### config.mk
export PLATFORM = sky130hd
export DESIGN_NAME = cnt_burst_sched
export DESIGN_NICKNAME = d
export VERILOG_FILES = /design/src/rtl/cnt_sched_pkg.sv /design/src/rtl/rr_pick.sv /design/src/rtl/cnt_burst_sched.sv
export SDC_FILE = /design/constraint.sdc
export NUM_CORES = 1
export LEC_CHECK = 0
export BUFFER_PORTS_ARGS = -buffer_cell sky130_fd_sc_hd__buf_2
export CORE_MARGIN = 8
export CORE_UTILIZATION = 25
export DETAILED_ROUTE_END_ITERATION = 6
export SLEW_MARGIN = 20
export SYNTH_ARGS = -nofsm -noshare
export SYNTH_HDL_FRONTEND = slang
export SYNTH_SLANG_ARGS = --single-unit
### constraint.sdc
create_clock -name clk -period 7.1 [get_ports clk]
set_clock_uncertainty 0.1 [all_clocks]
set_input_delay 1.42 -clock clk [delete_from_list [all_inputs] [get_ports clk]]
set_output_delay 1.42 -clock clk [all_outputs]
set_load 0.005 [all_outputs]
### src/rtl/cnt_sched_pkg.sv
// cnt_sched_pkg: shared FSM state type, default datapath width and mod-N increment helper
package cnt_sched_pkg;
  typedef enum logic [1:0] {IDLE, LOAD, BURST} state_t;
  localparam int W_DEF = 16;
  function automatic int inc_mod(input int v, input int n);
    return (v + 1 >= n) ? 0 : v + 1;
  endfunction
endpackage

### src/rtl/rr_pick.sv
// rr_pick: combinational round-robin scan; id is the first set req bit at or after ptr, mod N
//   req[N] requests, ptr[IW] start index -> valid (any request), id[IW] winner
module rr_pick #(
  parameter int N  = 2,
  parameter int IW = (N > 1) ? $clog2(N) : 1
) (
  input  logic [N-1:0]  req,
  input  logic [IW-1:0] ptr,
  output logic          valid,
  output logic [IW-1:0] id
);
  logic [IW-1:0] cand [N];
  for (genvar k = 0; k < N; k++) begin : g_c
    logic [IW:0] s;
    assign s       = {1'b0, ptr} + (IW+1)'(k);
    assign cand[k] = (s >= (IW+1)'(N)) ? IW'(s - (IW+1)'(N)) : IW'(s);
  end
  assign valid = |req;
  // Scan from the far end so the candidate closest to ptr is written last and wins.
  always_comb begin
    id = '0;
    for (int k = N - 1; k >= 0; k--) if (req[cand[k]]) id = cand[k];
  end
endmodule

### src/rtl/cnt_burst_sched.sv
// cnt_burst_sched: round-robin burst scheduler sharing one base/addr/cnt counter among N requesters
//   req/req_base/req_len in (packed per requester) -> gnt one-hot owner, done completion pulse,
//   busy; ctr_en/ctr_inp drive the counter load, ctr_cnt is its beat count
module cnt_burst_sched
  import cnt_sched_pkg::*;
#(
  parameter int W  = W_DEF,
  parameter int N  = 2,
  parameter int IW = (N > 1) ? $clog2(N) : 1
) (
  input  logic           clk,
  input  logic           rst,
  input  logic [N-1:0]   req,
  input  logic [N*W-1:0] req_base,
  input  logic [N*W-1:0] req_len,
  output logic [N-1:0]   gnt,
  output logic [N-1:0]   done,
  output logic           busy,
  output logic           ctr_en,
  output logic [W-1:0]   ctr_inp,
  input  logic [W-1:0]   ctr_cnt
);
  state_t        state, state_d;
  logic [IW-1:0] ptr, id_q, pick_id;
  logic [W-1:0]  len_q;
  logic          pick_v, grant, finish, last_beat;
  rr_pick #(.N(N), .IW(IW)) u_pick (.req(req), .ptr(ptr), .valid(pick_v), .id(pick_id));
  // len_q is never 0 in BURST, so len_q-1 cannot underflow there.
  assign last_beat = ctr_cnt == len_q - W'(1);
  assign busy      = state != IDLE;
  always_ff @(posedge clk or posedge rst) begin
    if (rst) state <= IDLE;
    else     state <= state_d;
  end
  always_comb begin
    grant   = state == IDLE && pick_v;
    finish  = (state == LOAD && len_q == '0) || (state == BURST && last_beat);
    state_d = grant ? LOAD
            : (state == LOAD && len_q != '0) ? BURST
            : (state == BURST && !last_beat) ? BURST
            : IDLE;
  end
  // Outputs are registered one cycle ahead: the grant edge already presents the LOAD values.
  always_ff @(posedge clk or posedge rst) begin
    if (rst) begin
      gnt     <= '0;
      done    <= '0;
      ctr_en  <= 1'b0;
      ctr_inp <= '0;
      id_q    <= '0;
      len_q   <= '0;
      ptr     <= '0;
    end else begin
      ctr_en <= grant;
      done   <= finish ? N'(1) << id_q : '0;
      gnt    <= grant ? N'(1) << pick_id : finish ? '0 : gnt;
      if (grant) begin
        id_q    <= pick_id;
        len_q   <= req_len[int'(pick_id)*W +: W];
        ctr_inp <= req_base[int'(pick_id)*W +: W];
        ptr     <= IW'(inc_mod(int'(pick_id), N));
      end
    end
  end
  a_gnt_oh:   assert property (@(posedge clk) disable iff (rst) $onehot0(gnt));
  a_done_oh:  assert property (@(posedge clk) disable iff (rst) $onehot0(done));
  a_en_load:  assert property (@(posedge clk) disable iff (rst) ctr_en |-> state == LOAD);
  a_done_gnt: assert property (@(posedge clk) disable iff (rst) (done & ~$past(gnt)) == '0);
  a_cnt_len:  assert property (@(posedge clk) disable iff (rst) state == BURST |-> ctr_cnt < len_q);
endmodule

# Word level (Yosys, flattened, before mapping)

Cells that the tools add are included.
W data, S select, Z words.

Input port bits: 84
Logic and storage cells: 53
Bits in registers: 41

Shifts and indexed selects: 4
$add $sub $neg: 5
Reduce and logical (&&, ||, !) cells: 13
Muxes and demuxes: 15
Magnitude comparators: 5
Equality and inequality tests: 3

Operators by type and width:

| operator                | count |
|---|---|
| $shiftx A32 B6 Y16      | 2 |
| $eq A16 B16 Y1          | 1 |
| $logic_not A16 Y1       | 1 |
| $reduce_bool A16 Y1     | 1 |
| $sub A16 B1 Y16 const B | 1 |
| $mux W2                 | 6 |
| $mux W1                 | 9 |
| $logic_and A1 B1 Y1     | 5 |
| $add A1 B1 Y2 const B   | 2 |
| $ge A2 B2 Y1 const B    | 2 |
| $lt A1 B2 Y1 const B    | 2 |
| $reduce_bool A2 Y1      | 2 |
| $shl A1 B1 Y2 const A   | 2 |
| $eq A2 B1 Y1 const B    | 1 |
| $eq A2 B2 Y1 const B    | 1 |
| $ge A1 B2 Y1 const B    | 1 |
| $logic_not A2 Y1        | 1 |
| $reduce_or A2 Y1        | 1 |
| $sub A1 B1 Y1 const B   | 2 |
| $logic_not A1 Y1        | 1 |
| $logic_or A1 B1 Y1      | 1 |

# Depth between registers and ports, before layout

Gate-level depths: netlist of run 1.

Depth in word-level cells: 10
Mapped depth: 10
Gate-level depth less buffers: 9

# Hierarchy

Synthesis of run 1 repeated with hierarchy kept, for this count alone.

Cells, all modules: 249
Area total of the unflattened synthesis: 2382.3 sq um

By module, submodules not included:

| module          | sequential area each (sq um) | area each (sq um) | instances | cells each |
|---|---|---|---|---|
| cnt_burst_sched | 1001.0                       | 2364.8            | 1         | 246 |
| rr_pick         | 0.0                          | 17.5              | 1         | 3 |

# Worst setup path before layout of run 1

No wires, ideal clock.

Path type: input-to-reg
Start point: input ctr_cnt[2]
End point: register gnt[0]
Library setup time: 0.120 ns
Stages: 7
Setup slack: 3.930 ns
Buffers on the path: 0
Arrival time: 2.950 ns
Cells stage by stage: o21ba_1 a221oi_1 a41oi_1 nor4_1 nand3_1 or4_4 a41o_1

Word-level cells in the longest chain between the ends: 4

RTL lines:

| item                                | line                  | RTL |
|---|---|---|
| start: declaration                  | cnt_burst_sched.sv:21 | `input logic [W-1:0] ctr_cnt` |
| $eq A16 B16 Y1                      | cnt_burst_sched.sv:29 | `assign last_beat = ctr_cnt == len_q - W'(1);` |
| $logic_and A1 B1 Y1                 | cnt_burst_sched.sv:37 | `finish = (state == LOAD && len_q == '0) \|\| (state == BURST && last_beat);` |
| $logic_or A1 B1 Y1                  | cnt_burst_sched.sv:37 |  |
| $reduce_bool A2 Y1 (no source line) | n/a                   |  |
| end signal: assignment              | cnt_burst_sched.sv:56 | `gnt <= grant ? N'(1) << pick_id : finish ? '0 : gnt;` |
| end: declaration                    | cnt_burst_sched.sv:16 | `output logic [N-1:0] gnt,` |

Every way passes these cells.
A chain may end at the register's enable or synchronous reset.

# Final worst setup path of run 1

Ends and elaborated chain as after synthesis.

==> reports/qor_table.md, run 1 <==
| Metric | Reported |
|---|---|
| Result of the run | finished clean |
| Final critical delay including setup and external delays | 3.418 ns |
| Detailed-route wire length | 6.775 mm |
| Setup repair after global routing missed its margin | false |
| Area added between synthesis and finish | 35.06% |
| Critical-path cell list | buf_2 > o21ba_1 > a221oi_1 > a41oi_1 > nor4_1 > nand3_1 > or4_4 > a41o_1 |
| Std-Cell Rows | 34 |
| Die area | 11950 sq um |
| Post-synth EDFFs | 0 |
| Post-Syn Area | 2177 sq um |
| Largest fanout on the critical path | 4 |
| Filler cell count | 890 |
| Final-stage net count | 400 |
| Worst-Skew Late Latency | 0.28 ns |
| Estimated wirelength of the detail-placed design | 5.352 mm |
| Final Instance Count excl. Fillers | 423 |
| Die span in y | 109.3 microns |
| Crit path capture type | flip-flop |
| Synth warnings | 0 |
| Drt drc | 0 |
| Setup TNS | 0 ns |
| Critical path required time | 7.17 ns |
| Critical Path Source Type | primary input |
| Max_slew headroom | 0.4223 |
| Cts repair resizes | 0 |
| Top-level I/O count | 106 |
| Clock H-tree levels | 2 |
| Pre-antenna DRT Iters | 5 |
| Global placer's final weighted congestion | 0.7941 |
| Core area | 8593 sq um |
| Max Root-Sink Buffers | 2 |
| Cell Count Post-Placement | 415 |
| Async set-reset flop share out of synthesis | 1.000 |
| Number of post-CTS setup repair buffers | 0 |
| Worst Setup Slack post-DPL | 3.387 ns |
| Power density relative to cell area | 396.2 nW/um^2 |
| WP buf/inv | 1 |
| Initial antenna violation count | 0 |
| Post-synthesis average cell area | 10.47 sq um |
| Number of DRC violations after detailed-routing iteration 0 | 149 |
| Type of the tightest min-delay check | reg -> reg |
| Total congestion overflow | 0 |
| Max-slew violations | 0 |
| Final Power | 0.001165 W |
| Leak | 1.516 nW |
| Final worst path period share | 0.4814 |
| Max-cap violation count | 0 |
| Fmax achieved | 0.2926 GHz |
| Gr usage total | 0.1120 |
| Worst IR Drop VDD | 175.5 uV |
| Final number of hold-violating endpoints | 0 |
| Most frequent cells in the layout | buf_2, dfrtp_1, inv_1, a222oi_1, xnor2_1 |
| Horiz. Die Dim | 109.3 microns |
| Cell with the largest stage delay on the worst path | nor4_1 |
| Final ANT Viol Nets | 0 |
| Worst-margin pin slew | 0.8665 ns |
| Cell at the root of the clock tree | clkbuf_8 |
| Least setup slack across all paths after layout | 3.682 ns |
| Layout cells sized above 1 | 0.4095 |
| Number of buffers added on ports | 105 |
| Data arrival at the endpoint of the critical path | 3.49 ns |
| Most common cell after layout, fill and taps aside | buf_2 |
| Total of endpoints with negative setup slack in the final report | 0 |
| Number of buffers created by CTS | 5 |
| Routed via count | 2077 |
| Top delay family on crit path | simple AND/OR/NAND/NOR gates |
| Vias in the first global route | 2219 |
| Sequential element share of the synthesized area | 0.4598 |
| Maximum number of pins on one net before global-route repair | 41 |
| Number of vias per cell | 4.910 |
| Number of antenna cells inserted | 0 |
| Kind of critical path | in -> reg |
| Clock slew at the register clock pins of the worst setup and hold paths | 0.07 ns |
| Nets in the synthesized netlist | 294 |
| Num Clock Sinks | 40 |
| Number of distinct library cell variants in the gate-level netlist after synthesis | 44 |
| First-pass GRT wire length | 10.66 mm |
| Hold buffer count at cts | 0 |
| Worst path max stage delay | 0.49 ns |
| Average routed wire per standard cell | 16.02 microns |
| Number of register bits inferred by synthesis | 40 |
| Prevailing post-synth register cell | dfrtp_1 |
| TritonCTS clock tree | yes |
| Synthesized netlist cell count | 208 |
| Effective utilization at floorplan | 0.2533 |
power by group:
part | total [W] | switching, W | leakage, nW | internal [W]
registers | 0.000446 | 0.000114 | 0.500 | 0.000332
clock network | 0.000153 | 0.0000750 | 0.0510 | 0.0000775
logic | 0.000566 | 0.000289 | 0.965 | 0.000277
total | 0.00116 | 0.000478 | 1.52 | 0.000687
worst register-to-register path, delay by kind of cell (launching register included):
kind | cells | cell delay [ns]
compound gates | 4 | 0.88
fa+ha+maj | 1 | 0.38
buf+inv | 1 | 0.12
flops | 1 | 0.52
simple gates | 3 | 1.13
sequential cells by signal (all words and copies together) (netlist names):
signal   cells
state        2
id_q         1
len_q       16
ptr          1
gnt          2
ctr_inp     16
done         2
worst paths after layout:
check	start	to	slack (ns)	depth (start not counted)
min in group asynchronous	rst	ctr_inp[12]	1.14	3
max in group asynchronous	rst	len_q[2]	5.40	3
setup reg to reg	len_q[0]	gnt[0]	3.86	9
setup / recovery	ctr_cnt[2]	gnt[0]	3.68	8
hold / removal	id_q	done[0]	0.35	1
hold reg to reg	id_q	done[0]	0.35	1
layout make-up:
class | count | area [sq um] | area share
well taps | 108 | 135.1 | 0.04596
multi-input cells | 120 | 1013 | 0.3447
flip-flops and latches | 40 | 1001 | 0.3404
inverters | 38 | 142.6 | 0.04851
clock buffers | 6 | 82.58 | 0.02809
clock inverters | 2 | 10.01 | 0.003404
repair buffers | 109 | 555.5 | 0.1889
logic make-up (layout without fill, tap and decap cells):
group           after synthesis  after routing  synth area share
compound gates               57             57            0.2316
buf+inv                      48            155           0.08333
xor+xnor                     20             20           0.08046
flops                        40             40            0.4598
fa+ha+maj                     2              2           0.01149
simple gates                 40             40            0.1287
mux                           1              1          0.004598
routing by layer:
layer,part of all wire,wire length [microns],vias to the layer above,global-route usage
li1,-,-,1009,-
met1,0.42,2825,989,0.1320
met2,0.51,3451,75,0.1925
met3,0.068,459,4,0.03693
met4,0.0058,39,0,0.02604
met5,0,0,-,0
cell usage after synthesis, drive strengths merged (2+ instances only):
cell type,number,area share
nor4,5,0.024
ha,2,0.011
dfrtp,40,0.46
a41o,2,0.0092
nand4b,3,0.012
a222oi,32,0.15
xnor2,17,0.068
nor2,8,0.021
clkbuf,9,0.016
xor2,3,0.012
or4,2,0.010
a21oi,4,0.0092
a21o,2,0.0069
inv,38,0.066
nand3,6,0.014
o21ai,6,0.014
nand3b,2,0.0069
nand2,4,0.0069
nor3,2,0.0046
through the flow:
step	hold WS, ns	cell area (sq um)	util
2_1_floorplan	0.3155	2177	-
5_1_grt	0.3647	2940	0.3422
4_1_cts	0.3512	2940	0.3422
6_report	0.3508	2940	0.3422
3_3_place_gp	0.3396	2848	0.3314
3_5_place_dp	0.3408	2848	0.3314
No activity file was read; power rests on OpenSTA's default activity.
==> inputs of run 2 (changes only) <==
clock period = 3.4 ns   (was 7.1 ns; I/O delays follow)
==> reports/qor_table.md, run 2 (synthesis gave the netlist of run 1 again) <==
| Metric | Reported | Delta |
|---|---|---|
| Effective utilization at floorplan | 0.2533 | unchanged |
| Number of DRC violations after detailed-routing iteration 0 | 193 | was 149 |
| Gr usage total | 0.1188 | was 0.1120 |
| Maximum number of pins on one net before global-route repair | 30 | was 41 |
| Fmax achieved | 0.3327 GHz |  |
| Type of the tightest min-delay check | reg -> reg | unchanged |
| Horiz. Die Dim | 109.3 microns | unchanged |
| Worst-margin pin slew | 0.8553 ns | was 0.8665 ns |
| Final-stage net count | 401 | was 400 |
| TritonCTS clock tree | yes | unchanged |
| Result of the run | finished clean | unchanged |
| Kind of critical path | reg -> reg | was in -> reg |
| Power density relative to cell area | 825.6 nW/um^2 | was 396.2 nW/um^2 |
| Least setup slack across all paths after layout | 0.3939 ns | was 3.682 ns |
| Num Clock Sinks | 40 | unchanged |
| Number of buffers added on ports | 105 | unchanged |
| Final worst path period share | 0.8841 |  |
| Hold buffer count at cts | 0 | unchanged |
| Setup TNS | 0 ns | unchanged |
| WP buf/inv | 1 | unchanged |
| Number of post-CTS setup repair buffers | 0 | unchanged |
| Routed via count | 2121 | was 2077 |
| Final ANT Viol Nets | 0 | unchanged |
| Number of buffers created by CTS | 5 | unchanged |
| Largest fanout on the critical path | 12 | was 4 |
| Cell with the largest stage delay on the worst path | dfrtp_1 | was nor4_1 |
| Met2 global-route usage | 0.2097 | was 0.1925 |
| Most frequent cells in the layout | buf_2, dfrtp_1, inv_1, a222oi_1, xnor2_1 | unchanged |
| Worst-Skew Late Latency | 0.28 ns | about the same |
| Total congestion overflow | 0 | unchanged |
| Die area | 11950 sq um | unchanged |
| Clock slew at the register clock pins of the worst setup and hold paths | 0.07 ns | about the same |
| Estimated wirelength of the detail-placed design | 5.572 mm | was 5.352 mm |
| Crit path capture type | flip-flop | unchanged |
| First-pass GRT wire length | 11.36 mm | was 10.66 mm |
| Drt drc | 0 | unchanged |
| Number of antenna cells inserted | 0 | unchanged |
| Largest registers in the final layout | ctr_inp (16), len_q (16) | unchanged |
| Worst Setup Slack post-DPL | 0.4020 ns | was 3.387 ns |
| Top delay family on crit path | simple AND/OR/NAND/NOR gates | unchanged |
| Max-cap violation count | 0 | unchanged |
| Max_slew headroom | 0.4297 | was 0.4223 |
| Layout cells sized above 1 | 0.4082 | was 0.4095 |
| Flip-flop and latch area | 1001 sq um | unchanged |
| Pre-antenna DRT Iters | 6 | was 5 |
| Vias in the first global route | 2357 | was 2219 |
| Clock H-tree levels | 2 | unchanged |
| Number of vias per cell | 5.002 | was 4.910 |
| Data arrival at the endpoint of the critical path | 3.08 ns | was 3.49 ns |
| Area added between synthesis and finish | 35.29% | was 35.06% |
| Cts repair resizes | 0 | unchanged |
| Grt met3 use | 0.03751 | was 0.03693 |
| Final critical delay including setup and external delays | 3.006 ns |  |
| Most common cell after layout, fill and taps aside | buf_2 | unchanged |
| Max Root-Sink Buffers | 2 | unchanged |
| Filler cell count | 907 | was 890 |
| Total area of multi-input combinational cells | 1013 sq um | unchanged |
| Std-Cell Rows | 34 | unchanged |
| Core area | 8593 sq um | unchanged |
| Critical path required time | 3.47 ns | was 7.17 ns |
| Worst IR Drop VDD | 251.5 uV | was 175.5 uV |
| Critical-path cell list | inv_1 > ha_1 > o21ba_1 > a221oi_1 > a41oi_1 > nor4_1 > nand3_1 > or4_4 > a41o_1 | was buf_2 > o21ba_1 > a221oi_1 > a41oi_1 > nor4_1 > nand3_1 > or4_4 > a41o_1 |
| Global placer's final weighted congestion | 0.8613 | was 0.7941 |
| Average routed wire per standard cell | 16.34 microns | was 16.02 microns |
| Max-slew violations | 0 | unchanged |
| Detailed-route wire length | 6.928 mm | was 6.775 mm |
| Leak | 1.518 nW | was 1.516 nW |
| Total of endpoints with negative setup slack in the final report | 0 | unchanged |
| Final number of hold-violating endpoints | 0 | unchanged |
| Peak-usage layer in the global routing report | met2 | unchanged |
| Initial antenna violation count | 1 | was 0 |
| Cell at the root of the clock tree | clkbuf_8 | unchanged |
| Worst path max stage delay | 0.47 ns | was 0.49 ns |
| Critical Path Source Type | flip-flop | was primary input |
| Routing usage on met1 | 0.1355 | was 0.1320 |
| Setup repair after global routing missed its margin | false | unchanged |
| Top-level I/O count | 106 | unchanged |
| Die span in y | 109.3 microns | unchanged |
## run 2: cell types whose count changed in the layout (fill, tap and decap cells not counted), sizes merged
cell and change:
inv +1, clkbuf +2, clkinv -3, buf +1
## run 2: final timing paths
path	startpoint	end	slack (ns)	cells after the start
min in group asynchronous	rst	ctr_inp[12]	0.37	2
hold / removal	id_q	done[0]	0.35	1
setup / recovery	len_q[0]	gnt[0]	0.39	9
max in group asynchronous	rst	ctr_inp[11]	2.23	3
hold reg to reg	id_q	done[0]	0.35	1
setup reg to reg	len_q[0]	gnt[0]	0.39	9
## run 2: cell type report
class                      count  share of cell area
multi-input combinational    120              0.3441
sequential                    40              0.3398
timing repair buffer         110              0.1912
inverter                      38             0.04843
tap                          108             0.04588
clock buffer                   8             0.03059
## run 2: per-stage QoR
step / hold slack [ns] / area, sq um / std cells / util / power (W)
floorplan: 0.3155 / 2177 / 208 / - / 0.001709
global placement: 0.3332 / 2855 / 416 / 0.3323 / 0.002108
detailed placement: 0.3456 / 2855 / 416 / 0.3323 / 0.002133
CTS: 0.3552 / 2945 / 424 / 0.3427 / 0.002465
global route: 0.3805 / 2945 / 424 / 0.3427 / 0.002653
finish: 0.3509 / 2945 / 424 / 0.3427 / 0.002432
## run 2: metal layers
layer | share of wire | wire (microns) | up-vias
li1 | - | - | 1009
met1 | 0.42 | 2943 | 1022
met2 | 0.50 | 3456 | 80
met3 | 0.064 | 441 | 8
met4 | 0.010 | 70 | 2
met5 | 0.0023 | 16 | -
## run 2: power breakdown
group	leakage (nW)	total, W	switching, W	internal [W]
combinational	0.973	0.00118	0.000602	0.000582
sequential	0.500	0.000929	0.000234	0.000695
clock	0.0455	0.000318	0.000152	0.000166
total	1.52	0.00243	0.000989	0.00144
==> inputs of run 3 (changes only) <==
REMOVE_ABC_BUFFERS = 1   (was not set)
==> reports/qor_table.md, run 3 (synthesis gave the netlist of run 1 again) <==
| Metric | Reported | Delta |
|---|---|---|
| Result of the run | finished clean | unchanged |
| Core area | 8593 sq um | unchanged |
| Final number of hold-violating endpoints | 0 | unchanged |
| Horiz. Die Dim | 109.3 microns | unchanged |
| Worst-margin pin slew | 0.8382 ns | was 0.8553 ns |
| Number of antenna cells inserted | 0 | unchanged |
| Number of post-CTS setup repair buffers | 0 | unchanged |
| Estimated wirelength of the detail-placed design | 5.353 mm | was 5.572 mm |
| Power density relative to cell area | 826.0 nW/um^2 | was 825.6 nW/um^2 |
| Clock slew at the register clock pins of the worst setup and hold paths | 0.07 ns | about the same |
| Hold buffer count at cts | 0 | unchanged |
| Post-route cell area | 2930 sq um | was 2945 sq um |
| Crit path capture type | flip-flop | unchanged |
| Worst-Skew Late Latency | 0.29 ns | was 0.28 ns |
| Max Root-Sink Buffers | 2 | unchanged |
| Clock H-tree levels | 2 | unchanged |
| Top-level I/O count | 106 | unchanged |
| Detailed-route wire length | 6.886 mm | was 6.928 mm |
| Setup TNS | 0 ns | unchanged |
| Cell with the largest stage delay on the worst path | dfrtp_1 | unchanged |
| Final Power | 0.002420 W | was 0.002432 W |
| Worst IR Drop VDD | 305.1 uV | was 251.5 uV |
| Critical path required time | 3.47 ns | about the same |
| Initial antenna violation count | 2 | was 1 |
| Minimum hold slack | 0.3596 ns | was 0.3509 ns |
| First-pass GRT wire length | 11.10 mm | was 11.36 mm |
| Least setup slack across all paths after layout | 0.4783 ns | was 0.3939 ns |
| Maximum number of pins on one net before global-route repair | 41 | was 30 |
| Most common cell after layout, fill and taps aside | buf_2 | unchanged |
| Cell at the root of the clock tree | clkbuf_8 | unchanged |
| Average routed wire per standard cell | 16.32 microns | was 16.34 microns |
| Drt drc | 0 | unchanged |
| Total of endpoints with negative setup slack in the final report | 0 | unchanged |
| Num Clock Sinks | 40 | unchanged |
| Number of buffers added on ports | 105 | unchanged |
| Final ANT Viol Nets | 0 | unchanged |
| Die area | 11950 sq um | unchanged |
| Total congestion overflow | 0 | unchanged |
| Std-Cell Rows | 34 | unchanged |
| Leak | 1.508 nW | was 1.518 nW |
| Critical-path cell list | inv_1 > ha_1 > o21ba_1 > a221oi_1 > a41oi_1 > nor4_1 > nand3_1 > or4_4 > a41o_1 | unchanged |
| Final worst path period share | 0.8593 | was 0.8841 |
| Number of buffers created by CTS | 5 | unchanged |
| Type of the tightest min-delay check | reg -> reg | unchanged |
| Number of vias per cell | 4.900 | was 5.002 |
| Effective utilization at floorplan | 0.2533 | unchanged |
| TritonCTS clock tree | yes | unchanged |
| Largest registers in the final layout | ctr_inp (16), len_q (16) | unchanged |
| Critical Path Source Type | flip-flop | unchanged |
| Cts repair resizes | 0 | unchanged |
| Largest fanout on the critical path | 12 | unchanged |
| Gr usage total | 0.1163 | was 0.1188 |
| Global placer's final weighted congestion | 0.7867 | was 0.8613 |
| Die span in y | 109.3 microns | unchanged |
| Area added between synthesis and finish | 34.60% | was 35.29% |
| Fmax achieved | 0.3423 GHz | was 0.3327 GHz |
| Layout cells sized above 1 | 0.4045 | was 0.4082 |
| Setup repair after global routing missed its margin | false | unchanged |
| Max-slew violations | 0 | unchanged |
| Worst Setup Slack post-DPL | 0.4550 ns | was 0.4020 ns |
| Placed cell area | 2840 sq um | was 2855 sq um |
| Filler cell count | 903 | was 907 |
| Data arrival at the endpoint of the critical path | 3.00 ns | was 3.08 ns |
| Max-cap violation count | 0 | unchanged |
| Number of DRC violations after detailed-routing iteration 0 | 164 | was 193 |
| Vias in the first global route | 2269 | was 2357 |
| Final critical delay including setup and external delays | 2.922 ns | was 3.006 ns |
| Worst path max stage delay | 0.47 ns | about the same |
| Kind of critical path | reg -> reg | unchanged |
| Max_slew headroom | 0.4404 | was 0.4297 |
| Most frequent cells in the layout | buf_2, dfrtp_1, inv_1, a222oi_1, xnor2_1 | unchanged |
| Pre-antenna DRT Iters | 5 | was 6 |
| Final-stage net count | 399 | was 401 |
| Routed via count | 2068 | was 2121 |
run 3: cell count changes in the layout (fill, tap and decap cells not counted), sizes merged:
| cell | delta |
|---|---|
| buf | -2 |
run 3: per-layer routing:
layer / global-route usage / part of all wire / routed length, microns / vias up
met3: 0.04631 / 0.074 / 508 / 10
met2: 0.1895 / 0.48 / 3304 / 72
li1: - / - / - / 1002
met4: 0.02893 / 0.0083 / 57 / 4
met5: 0 / 0.0035 / 24 / -
met1: 0.1403 / 0.43 / 2990 / 980
run 3: final cells by class:
type,instances,area [sq um],share of cell area
Sequential cell,40,1001,0.3416
Inverter,38,142.6,0.04868
Tap cell,108,135.1,0.04611
Multi-Input combinational cell,120,1013,0.3459
Timing Repair Buffer,108,548.0,0.1870
Clock buffer,8,90.09,0.03074
run 3: worst paths after layout:
kind,start,to,slack (ns),depth (start not counted)
max,len_q[0],gnt[1],0.48,9
min,id_q,done[0],0.36,1
max reg2reg,len_q[0],gnt[1],0.48,9
min reg2reg,id_q,done[0],0.36,1
max in group asynchronous,rst,ctr_inp[6],2.21,2
min in group asynchronous,rst,ctr_inp[14],0.45,2
run 3: power breakdown:
group	leakage [nW]	internal (W)	switching (W)
sequential	0.500	0.000695	0.000226
clock	0.0455	0.000166	0.000157
combinational	0.963	0.000576	0.000602
total	1.51	0.00144	0.000984
run 3: critical path: cells and delay by family (launching register included):
family	cells	cell delay, ns
DFF	1	0.47
and+or+nand+nor	3	0.96
adders and majority gates	1	0.35
buffers and inverters	1	0.09
AOI/OAI and AO/OA	4	0.83
run 3: through the flow:
step | cells | utilization
global route | 422 | 0.3410
finish | 422 | 0.3410
detailed placement | 414 | 0.3305
global placement | 414 | 0.3305
CTS | 422 | 0.3410
floorplan | 198 | -
